### src/rtl/cryptoveril_sched_pkg.sv
// rtl/cryptoveril_sched_pkg.sv - shared widths, defaults and FSM states for the crypto core scheduler
package cryptoveril_sched_pkg;
  localparam int DATA_W             = 16;
  localparam int KEY_W              = 5;
  localparam int TIMEOUT_CYCLES_DEF = 64;

  typedef enum logic [1:0] {
    IDLE = 2'd0,
    LOAD = 2'd1,
    RUN  = 2'd2,
    RESP = 2'd3
  } state_t;
endpackage

### src/rtl/cryptoveril_sched_if.sv
// rtl/cryptoveril_sched_if.sv - request, response and core-side signal bundle of the scheduler
interface cryptoveril_sched_if;
  import cryptoveril_sched_pkg::*;

  logic              req0_valid;
  logic              req0_ready;
  logic [DATA_W-1:0] req0_data;
  logic [KEY_W-1:0]  req0_key;
  logic              req1_valid;
  logic              req1_ready;
  logic [DATA_W-1:0] req1_data;
  logic [KEY_W-1:0]  req1_key;

  logic              rsp_valid;
  logic              rsp_ready;
  logic [DATA_W-1:0] rsp_data;
  logic              rsp_id;
  logic              rsp_err;

  logic [DATA_W-1:0] core_data;
  logic [KEY_W-1:0]  core_key;
  logic              core_ld;
  logic              core_start;
  logic              core_done;
  logic [DATA_W-1:0] core_result;

  modport slave (
    input  req0_valid, req0_data, req0_key,
    input  req1_valid, req1_data, req1_key,
    output req0_ready, req1_ready,
    output rsp_valid, rsp_data, rsp_id, rsp_err,
    input  rsp_ready,
    output core_data, core_key, core_ld, core_start,
    input  core_done, core_result
  );

  modport master (
    output req0_valid, req0_data, req0_key,
    output req1_valid, req1_data, req1_key,
    input  req0_ready, req1_ready,
    input  rsp_valid, rsp_data, rsp_id, rsp_err,
    output rsp_ready,
    input  core_data, core_key, core_ld, core_start,
    output core_done, core_result
  );
endinterface

### src/rtl/cryptoveril_sched_rr_arbiter2.sv
// rtl/cryptoveril_sched_rr_arbiter2.sv - combinational two-way round-robin grant
module rr_arbiter2 (
  input  logic [1:0] valid,
  input  logic       last_grant,
  output logic       grant_valid,
  output logic       grant_id
);
  always_comb begin
    grant_valid = |valid;
    grant_id    = 1'b0;
    // Under contention the requester that was not served last goes next.
    if (valid == 2'b11) grant_id = ~last_grant;
    else if (valid[1])  grant_id = 1'b1;
  end
endmodule

### src/rtl/cryptoveril_sched.sv
// rtl/cryptoveril_sched.sv - shares one cryptoveril core between two requesters, one job in flight
module cryptoveril_sched
  import cryptoveril_sched_pkg::*;
#(
  parameter int TIMEOUT_CYCLES = TIMEOUT_CYCLES_DEF,
  parameter int CNT_W          = 7
) (
  input  logic                clk1,
  input  logic                rst,
  cryptoveril_sched_if.slave  bus,
  output logic                busy,
  output logic [7:0]          job_cnt
);
  localparam logic [CNT_W-1:0] CNT_LAST = CNT_W'(TIMEOUT_CYCLES - 1);

  state_t            state, state_nx;
  logic              last_grant;
  logic [DATA_W-1:0] data_q;
  logic [KEY_W-1:0]  key_q;
  logic              id_q;
  logic [DATA_W-1:0] rsp_data_q;
  logic              err_q;
  logic [CNT_W-1:0]  run_cnt;
  logic              grant_valid, grant_id;
  logic              req_hs, rsp_hs, timeout;

  rr_arbiter2 u_arb (
    .valid       ({bus.req1_valid, bus.req0_valid}),
    .last_grant  (last_grant),
    .grant_valid (grant_valid),
    .grant_id    (grant_id)
  );

  // Ready is masked during reset so nothing is accepted on the reset edge.
  assign req_hs         = (state == IDLE) && grant_valid && !rst;
  assign bus.req0_ready = req_hs && !grant_id;
  assign bus.req1_ready = req_hs && grant_id;
  assign rsp_hs         = (state == RESP) && bus.rsp_ready;
  assign timeout        = (run_cnt == CNT_LAST);

  assign bus.core_data = data_q;
  assign bus.core_key  = key_q;
  assign bus.rsp_data  = rsp_data_q;
  assign bus.rsp_id    = id_q;
  assign bus.rsp_err   = err_q;

  always_ff @(posedge clk1) begin
    if (rst) state <= IDLE;
    else     state <= state_nx;
  end

  always_comb begin
    state_nx       = state;
    bus.core_ld    = 1'b0;
    bus.core_start = 1'b0;
    bus.rsp_valid  = 1'b0;
    busy           = (state != IDLE);
    unique case (state)
      IDLE: if (req_hs) state_nx = LOAD;
      LOAD: begin
        bus.core_ld = 1'b1;
        state_nx    = RUN;
      end
      RUN: begin
        bus.core_start = 1'b1;
        if (bus.core_done || timeout) state_nx = RESP;
      end
      RESP: begin
        bus.rsp_valid = 1'b1;
        if (rsp_hs) state_nx = IDLE;
      end
      default: state_nx = IDLE;
    endcase
  end

  always_ff @(posedge clk1) begin
    if (rst) begin
      last_grant <= 1'b1;
      data_q     <= '0;
      key_q      <= '0;
      id_q       <= 1'b0;
      rsp_data_q <= '0;
      err_q      <= 1'b0;
      run_cnt    <= '0;
      job_cnt    <= '0;
    end else begin
      unique case (state)
        IDLE: if (req_hs) begin
          id_q   <= grant_id;
          data_q <= grant_id ? bus.req1_data : bus.req0_data;
          key_q  <= grant_id ? bus.req1_key  : bus.req0_key;
        end
        LOAD: run_cnt <= '0;
        RUN: begin
          run_cnt <= run_cnt + 1'b1;
          // A done arriving on the last allowed cycle still counts as success.
          if (bus.core_done) begin
            rsp_data_q <= bus.core_result;
            err_q      <= 1'b0;
          end else if (timeout) begin
            rsp_data_q <= '0;
            err_q      <= 1'b1;
          end
        end
        RESP: if (rsp_hs) begin
          last_grant <= id_q;
          job_cnt    <= job_cnt + 8'd1;
        end
        default: ;
      endcase
    end
  end
endmodule

### src/flat_wrapper.sv
// flat-port wrapper written by rule: the top's interface ports become plain ports
module cryptoveril_sched_flat import cryptoveril_sched_pkg::*;
#(
  parameter int TIMEOUT_CYCLES = TIMEOUT_CYCLES_DEF,
  parameter int CNT_W          = 7
)
  (clk1, rst, busy, job_cnt, bus_req0_valid, bus_req0_data, bus_req0_key, bus_req1_valid, bus_req1_data, bus_req1_key, bus_req0_ready, bus_req1_ready, bus_rsp_valid, bus_rsp_data, bus_rsp_id, bus_rsp_err, bus_rsp_ready, bus_core_data, bus_core_key, bus_core_ld, bus_core_start, bus_core_done, bus_core_result);
  cryptoveril_sched_if bus_i ();
  input  logic clk1;
  input  logic rst;
  output logic busy;
  output logic [7:0] job_cnt;
  input wire logic [$bits(bus_i.req0_valid)-1:0] bus_req0_valid;
  input wire logic [$bits(bus_i.req0_data)-1:0] bus_req0_data;
  input wire logic [$bits(bus_i.req0_key)-1:0] bus_req0_key;
  input wire logic [$bits(bus_i.req1_valid)-1:0] bus_req1_valid;
  input wire logic [$bits(bus_i.req1_data)-1:0] bus_req1_data;
  input wire logic [$bits(bus_i.req1_key)-1:0] bus_req1_key;
  output wire logic [$bits(bus_i.req0_ready)-1:0] bus_req0_ready;
  output wire logic [$bits(bus_i.req1_ready)-1:0] bus_req1_ready;
  output wire logic [$bits(bus_i.rsp_valid)-1:0] bus_rsp_valid;
  output wire logic [$bits(bus_i.rsp_data)-1:0] bus_rsp_data;
  output wire logic [$bits(bus_i.rsp_id)-1:0] bus_rsp_id;
  output wire logic [$bits(bus_i.rsp_err)-1:0] bus_rsp_err;
  input wire logic [$bits(bus_i.rsp_ready)-1:0] bus_rsp_ready;
  output wire logic [$bits(bus_i.core_data)-1:0] bus_core_data;
  output wire logic [$bits(bus_i.core_key)-1:0] bus_core_key;
  output wire logic [$bits(bus_i.core_ld)-1:0] bus_core_ld;
  output wire logic [$bits(bus_i.core_start)-1:0] bus_core_start;
  input wire logic [$bits(bus_i.core_done)-1:0] bus_core_done;
  input wire logic [$bits(bus_i.core_result)-1:0] bus_core_result;
  assign bus_i.req0_valid = bus_req0_valid;
  assign bus_i.req0_data = bus_req0_data;
  assign bus_i.req0_key = bus_req0_key;
  assign bus_i.req1_valid = bus_req1_valid;
  assign bus_i.req1_data = bus_req1_data;
  assign bus_i.req1_key = bus_req1_key;
  assign bus_req0_ready = bus_i.req0_ready;
  assign bus_req1_ready = bus_i.req1_ready;
  assign bus_rsp_valid = bus_i.rsp_valid;
  assign bus_rsp_data = bus_i.rsp_data;
  assign bus_rsp_id = bus_i.rsp_id;
  assign bus_rsp_err = bus_i.rsp_err;
  assign bus_i.rsp_ready = bus_rsp_ready;
  assign bus_core_data = bus_i.core_data;
  assign bus_core_key = bus_i.core_key;
  assign bus_core_ld = bus_i.core_ld;
  assign bus_core_start = bus_i.core_start;
  assign bus_i.core_done = bus_core_done;
  assign bus_i.core_result = bus_core_result;
  cryptoveril_sched #(.TIMEOUT_CYCLES(TIMEOUT_CYCLES), .CNT_W(CNT_W)) u_core (.clk1(clk1), .rst(rst), .bus(bus_i), .busy(busy), .job_cnt(job_cnt));
endmodule
### config.mk
export PLATFORM = sky130hd
export DESIGN_NAME = cryptoveril_sched_flat
export DESIGN_NICKNAME = d
export VERILOG_FILES = /design/src/rtl/cryptoveril_sched_pkg.sv /design/src/rtl/cryptoveril_sched_if.sv /design/src/rtl/cryptoveril_sched_rr_arbiter2.sv /design/src/rtl/cryptoveril_sched.sv /design/src/flat_wrapper.sv
export SDC_FILE = /design/constraint.sdc
export NUM_CORES = 1
export LEC_CHECK = 0
export CORE_UTILIZATION = 61
export CTS_CLUSTER_SIZE = 40
export DETAILED_ROUTE_END_ITERATION = 12
export DONT_BUFFER_PORTS = 1
export PLACE_DENSITY = 0.77
export SLEW_MARGIN = 20
export SYNTH_ARGS = -nofsm -noshare
export SYNTH_HDL_FRONTEND = slang
export SYNTH_SLANG_ARGS = --single-unit
### constraint.sdc
create_clock -name clk1 -period 1.87 [get_ports clk1]
set_input_delay 0.4675 -clock clk1 [delete_from_list [all_inputs] [get_ports clk1]]
set_output_delay 0.4675 -clock clk1 [all_outputs]
set_load 0.05 [all_outputs]
==> results of run 1 <==
worst paths after layout:
check	startpoint	depth (start not counted)	slack [ns]	endpoint
min	rst	1	0.21	u_core.run_cnt[0]
max	u_core.state[1]	4	0.05	bus_req0_ready
min reg2reg	u_core.run_cnt[6]	2	0.48	u_core.run_cnt[6]
max reg2reg	u_core.state[1]	7	0.18	u_core.bus.core_data[7]
logic make-up after synthesis:
group / after synthesis / synth area share, %
flip-flops: 57 / 50.14
buffers and inverters: 20 / 5.443
adder cells (fa/ha/maj): 7 / 3.848
multiplexers: 1 / 0.4947
XOR/XNOR: 10 / 3.848
AND/OR/NAND/NOR: 71 / 14.62
AO/OA/AOI/OAI: 58 / 21.61
what timing repair did:
action,4_1_cts,5_1_grt
hold buffers,0,0
gates cloned,4,0
gates resized for setup,6,2
hold endpoints to repair,0,0
buffers inserted,5,0
setup endpoints to repair,3,2
pin swaps,2,2
per-stage QoR:
stage	cells	util (%)	total power [uW]	setup TNS (ns)
floorplan	224	-	2686	0
global placement	265	66.92	2770	0
detailed placement	265	66.92	2819	0
CTS	290	75.25	4146	0
global route	290	75.65	4363	-0.04069
finish	290	75.65	4190	0
synthesized netlist by cell type, types with 4 or more instances:
master / instances / share of area, %
dfxtp_1: 57 / 50
nor2_1: 35 / 5.8
a222oi_1: 21 / 9.2
a22o_1: 16 / 6.2
nand2_1: 15 / 2.5
a21oi_1: 7 / 1.5
ha_1: 7 / 3.8
buf_2: 6 / 1.3
xor2_1: 6 / 2.3
buf_6: 5 / 2.5
inv_1: 5 / 0.82
nand4_1: 4 / 1.1
xnor2_1: 4 / 1.5
area by class of cell:
| class | instances | share of cell area [%] |
|---|---|---|
| clock inverter | 6 | 3.172 |
| inverter | 5 | 0.8650 |
| tap | 46 | 2.210 |
| sequential | 57 | 43.92 |
| timing repair buffer | 15 | 4.469 |
| multi-input combinational | 151 | 40.46 |
| clock buffer | 10 | 4.901 |
flip-flops by register name, indices dropped and copies added, names as in the netlist:
signal                cells
u_core.job_cnt            8
u_core.run_cnt            7
u_core.bus.rsp_err        1
u_core.bus.core_data     16
u_core.bus.rsp_id         1
u_core.bus.core_key       5
u_core.state              2
u_core.last_grant         1
u_core.bus.rsp_data      16
report_power, final:
group	leakage (uW)	switching (uW)	internal, uW
Sequential	0.000463	514	1370
Combinational	0.000442	669	433
Clock	0.000106	465	743
worst max-delay path, delay by kind of cell, from the launching register on:
family	cells	cell delay [ns]
simple gates	2	0.50
flops	1	0.34
fa+ha+maj	1	0.12
buf+inv	1	0.07
routing by layer:
layer  vias up  share of wire, %
li1        869                 -
met1       862                40
met2       114                49
met3        18               8.5
met4         0               2.6
met5         -                 0
==> impl_results.rst, run 1 <==
.. list-table::
   :header-rows: 1

   * - Metric
     - Value
   * - Placed Area
     - 0.002303 sq mm
   * - Worst Path Arrival
     - 1.35 ns
   * - CP required
     - 1.40 ns
   * - Global-route wire length before repair
     - 8542 um
   * - # nets final
     - 310
   * - Yosys reg bits
     - 57
   * - Final Hold Viols
     - 0
   * - Initial antenna violation count
     - 0
   * - Highest fanout seen on the critical path
     - 6
   * - Share of the yosys chip area belonging to registers
     - roughly 50%
   * - Gp weighted congestion
     - 0.7973
   * - Number of port buffers
     - 0
   * - Per-cell via count in the routed design
     - ~6.4
   * - Total count of max-transition violations in the final report
     - 0
   * - Residual overflow from global routing
     - 0
   * - Antenna violation net count after detailed routing
     - 0
   * - Final wirelength
     - 5637 um
   * - Global-route layer with the greatest usage
     - met2
   * - Floorplan die height
     - 63.08 um
   * - Post-detail-place hpwl
     - 3721 um
   * - Share of cells above drive strength 1
     - 19.26%
   * - Final instance area
     - between 0.002 and 0.003 sq mm
   * - Status
     - completed
   * - IR Drop Worst-Case VDD
     - 0.0009544 V
   * - Setup Slack @ Placement
     - 0.08563 ns
   * - Max-cap check violation count
     - 0
   * - Finish-stage setup viols
     - 0
   * - Core Region
     - 0.003442 sq mm
   * - Netlist cell types
     - 38
   * - Count of vias placed by the detailed router
     - 1863
   * - Clock H-tree levels
     - 3
   * - Ant. Diodes
     - 0
   * - Number of synthesized flops with an enable pin
     - 0
   * - Met1 routing resource usage after global routing
     - 32.33%
   * - Drt wl/cell
     - 19.44 um
   * - Number of design-rule violations left by the first detailed-router iteration
     - 225
   * - Buffer depth of the longest clock path
     - 2
   * - Max Clock Skew
     - 0.006915 ns
   * - Most frequent standard cell in the layout excluding fill and tap cells
     - dfxtp_1
   * - CTS tree
     - built
   * - Chain of cells forming the critical path
     - inv_2, ha_4, nor2b_4, and3_4
   * - Main flop type after synthesis
     - dfxtp_1
   * - Max stage delay cell, worst path
     - dfxtp_2
   * - Number of nets produced by synthesis
     - 295
   * - Worst min-delay path category
     - primary input to register
   * - Area of the multi-input gates
     - 0.001054 sq mm
   * - X dimension of the die
     - 63.08 um
   * - Root Driver
     - clkbuf_8
   * - Yosys Warn Count
     - 0
   * - Full die area
     - 0.003979 sq mm
   * - CTS Sinks
     - 57
   * - Commonest cells after routing, fill and taps aside
     - dfxtp_1 (55), nor2_1 (35), a222oi_1 (21), a22o_1 (16), nand2_1 (15)
   * - Worst skew pair latency
     - 0.32 ns
   * - Initial Utilization
     - 66.12%
   * - Number of top-level design ports
     - 117
   * - Leak pwr
     - 0.001011 uW
   * - CTS clock-pin slew for the worst setup and hold paths
     - 0.06 ns
   * - Type of element launching the critical path
     - register
   * - Syn Area/Cell
     - 10.16 sq um
   * - Fill cell total of the finished layout
     - 244
   * - Maximum number of pins on one net before global-route repair
     - 41
   * - Hold Slack
     - 0.2134 ns
   * - Crit path kind
     - register to primary output
   * - Post-route DRC violation count
     - 0
   * - Met2 capacity usage during global routing
     - between 40 and 50%
   * - Fin crit share
     - between 90% and 100%
   * - Count of TritonRoute iterations in the first routing pass
     - 6
   * - Worst slew margin
     - between 50% and 60%
   * - All-Layer GR Usage
     - 28.27%
   * - Final worst path period need
     - 1.817 ns
   * - PnR worst setup slack
     - between 0.05 and 0.06 ns
   * - Slowest cell delay on critical path
     - 0.34 ns
   * - Pin slew with the least headroom to its limit
     - 0.6767 ns
   * - Sequential cell area
     - roughly 0.0011 sq mm
   * - CTS buffer count
     - 9
   * - Signed area change from the synthesized netlist to the final layout
     - 14.40%
   * - P per Cell Area
     - 1609 mW/mm^2
   * - Global-route track usage on met3
     - 11.23%
   * - Placement Rows
     - 21
   * - Cell area after technology mapping
     - 0.002276 sq mm
   * - Maximum clock frequency
     - 550.2 MHz
   * - RSZ-0062 raised after global routing
     - true
   * - Number of global-route vias before repair
     - 1760
   * - Synth async-reset ratio
     - 0%
   * - Setup crit end kind
     - primary output
   * - Cell count after synthesis
     - 224
No activity file was read; power rests on OpenSTA's default activity.
==> inputs of run 2 (changes only) <==
--- a/config.mk
+++ b/config.mk
@@ -5,12 +5,13 @@
 export SDC_FILE = /design/constraint.sdc
 export NUM_CORES = 1
 export LEC_CHECK = 0
-export CORE_UTILIZATION = 61
+export CORE_UTILIZATION = 62
 export CTS_CLUSTER_SIZE = 40
 export DETAILED_ROUTE_END_ITERATION = 12
 export DONT_BUFFER_PORTS = 1
-export PLACE_DENSITY = 0.77
+export PLACE_DENSITY = 0.78
 export SLEW_MARGIN = 20
 export SYNTH_ARGS = -nofsm -noshare
 export SYNTH_HDL_FRONTEND = slang
+export SYNTH_HIERARCHICAL = 1
 export SYNTH_SLANG_ARGS = --single-unit
==> impl_results.rst, run 2 <==
.. list-table::
   :header-rows: 1

   * - Metric
     - Value
   * - Initial antenna violation count
     - 0
   * - X dimension of the die
     - 64.60 um
   * - Worst slew margin
     - 30.97%
   * - Setup crit end kind
     - primary output
   * - Yosys Warn Count
     - 6
   * - CTS clock-pin slew for the worst setup and hold paths
     - about 0.070 ns
   * - Max Clock Skew
     - 0.008075 ns
   * - Status
     - completed
   * - Residual overflow from global routing
     - 0
   * - Share of the yosys chip area belonging to registers
     - 46.96%
   * - Finish-stage setup viols
     - 0
   * - Number of synthesized flops with an enable pin
     - 0
   * - Buffer depth of the longest clock path
     - 2
   * - Per-cell via count in the routed design
     - 5.833
   * - Core Region
     - 0.003716 sq mm
   * - Ant. Diodes
     - 0
   * - Share of cells above drive strength 1
     - 19.39%
   * - P per Cell Area
     - 1639 mW/mm^2
   * - Initial Utilization
     - 65.39%
   * - Type of element launching the critical path
     - register
   * - Most frequent standard cell in the layout excluding fill and tap cells
     - dfxtp_1
   * - Final Hold Viols
     - 0
   * - Worst skew pair latency
     - 0.33 ns
   * - Count of TritonRoute iterations in the first routing pass
     - 4
   * - RSZ-0062 raised after global routing
     - true
   * - Count of vias placed by the detailed router
     - 1814
   * - Netlist cell types
     - 40
   * - Leak pwr
     - about 0.0011 uW
   * - Signed area change from the synthesized netlist to the final layout
     - 17.30%
   * - Total power
     - between 4000 and 5000 uW
   * - Full die area
     - 0.004173 sq mm
   * - Number of top-level design ports
     - ~120
   * - Worst Path Arrival
     - 1.35 ns
   * - Hold Crit Depth
     - 1
   * - Post-synth top area share
     - 46.96%
   * - Final worst path period need
     - 1.819 ns
   * - All-Layer GR Usage
     - 24.79%
   * - Maximum clock frequency
     - 549.9 MHz
   * - Synth async-reset ratio
     - 0%
   * - Main flop type after synthesis
     - dfxtp_1
   * - Highest fanout seen on the critical path
     - 4
   * - Commonest cells after routing, fill and taps aside
     - dfxtp_1 (55), nor2_1 (33), mux2i_1 (22), a211oi_1 (22), buf_4 (14)
   * - Number of design-rule violations left by the first detailed-router iteration
     - ~50
   * - Antenna violation net count after detailed routing
     - 0
   * - Total count of max-transition violations in the final report
     - 0
   * - Number of buffers added to fix hold violations after cts
     - 0
   * - Leading area contributor after synthesis
     - dfxtp_1
   * - Fin crit share
     - 97.25%
   * - Syn Area/Cell
     - 9.798 sq um
   * - Number of nets produced by synthesis
     - 319
   * - Crit path kind
     - register to primary output
   * - Gp weighted congestion
     - 0.7355
   * - Final wirelength
     - 4964 um
   * - Placement Rows
     - 22
   * - Final total negative setup slack
     - 0 ns
   * - Startpoint of the worst-slack reg-to-reg timing path
     - u_core/state[0]
   * - Origin of the worst setup path
     - u_core/state[0]
   * - Area of the multi-input gates
     - approximately 0.0012 sq mm
   * - Floorplan die height
     - 64.60 um
   * - Leading cell types by total area after synthesis
     - dfxtp_1 (47%), mux2i_1 (9.1%), a211oi_1 (6.8%)
   * - CTS buffer count
     - 9
   * - CTS tree
     - built
   * - Worst min-delay path category
     - primary input to register
   * - CTS Sinks
     - 57
   * - Number of cells on the worst reg-to-reg path
     - 5
   * - Number of global-route vias before repair
     - 1753
   * - Global-route wire length before repair
     - slightly below 8000 um
   * - Root Driver
     - clkbuf_8
   * - Sequential cell area
     - 0.001144 sq mm
   * - Clock H-tree levels
     - 3
   * - Max-cap check violation count
     - 0
   * - Number of port buffers
     - 0
   * - Drt wl/cell
     - 15.96 um
   * - Hold wc startpoint
     - rst
   * - Maximum number of pins on one net before global-route repair
     - 44
   * - Post-detail-place hpwl
     - ~3300 um
   * - CP required
     - 1.40 ns
   * - Library cell with the highest instance count after synthesis
     - dfxtp_1
   * - Post-synth top cells
     - dfxtp_1 (57), nor2_1 (33), a211oi_1 (22), mux2i_1 (22), nand2_1 (11)
   * - PnR worst setup slack
     - about 0.05 ns
   * - Setup Slack @ Placement
     - 0.1267 ns
   * - Pin slew with the least headroom to its limit
     - 1.032 ns
   * - Fill cell total of the finished layout
     - 288
   * - Post-route DRC violation count
     - 0
   * - # nets final
     - 329
   * - IR Drop Worst-Case VDD
     - 0.001142 V
   * - Cell area after technology mapping
     - 0.002430 sq mm
   * - Cell count after synthesis
     - roughly 250
   * - Yosys reg bits
     - 57
## run 2: repair_timing
item | CTS | global route
pin swaps | 2 | 2
setup buffers | 2 | 0
endpoints found under the setup margin | 2 | 2
gates resized for setup | 7 | 2
hold endpoints to repair | 0 | 0
## run 2: path summary, 6_finish.rpt
kind	to	slack (ns)
setup / recovery	bus_req1_ready	0.05
hold / removal	u_core/bus.core_data[1]	0.20
setup reg to reg	u_core/bus.rsp_data[0]	0.12
hold reg to reg	u_core/run_cnt[1]	0.48
## run 2: cells by family after synthesis
logic type | count (synthesis) | synth area share [%]
simple gates | 72 | 14.27
compound gates | 59 | 18.13
flops | 57 | 46.96
buf+inv | 23 | 5.098
mux | 22 | 9.063
xor+xnor | 8 | 2.884
fa+ha+maj | 7 | 3.604
## run 2: worst max-delay path, stage by stage, from the launching register on
cell	delay, ns
dfxtp_2	0.34
inv_4	0.07
ha_4	0.16
nand2_4	0.07
nor3b_4	0.21
buf_12	0.16
## run 2: final cells by class
type,count,area share [%]
Inverter,6,0.8780
Sequential cell,57,40.12
Multi-Input combinational cell,168,42.76
Tap cell,48,2.107
Timing Repair Buffer,16,5.092
Clock inverter,6,4.565
Clock buffer,10,4.478
## run 2: per-layer routing
layer  up-vias  GRT usage (%)  share of wire, %
met5         -              0                 0
met4         0          16.39               2.3
met3        13          8.099               7.1
met2        80          41.97                49
met1       813          26.17                42
li1        908              -                 -
## run 2: through the flow
step	hold WS (ns)	cell area, sq um	util, %	std cells
floorplan	0.4356	2460	-	248
global placement	0.4649	2552	68.69	293
detailed placement	0.4773	2552	68.69	293
CTS	0.1861	2846	76.60	311
global route	0.1805	2850	76.70	311
finish	0.2028	2850	76.70	311
## run 2: report_power, final
group	internal, uW	total (uW)	switching [uW]
logic	397	1010	608
clock network	1020	1500	483
registers	1420	2170	751
total	2830	4670	1840
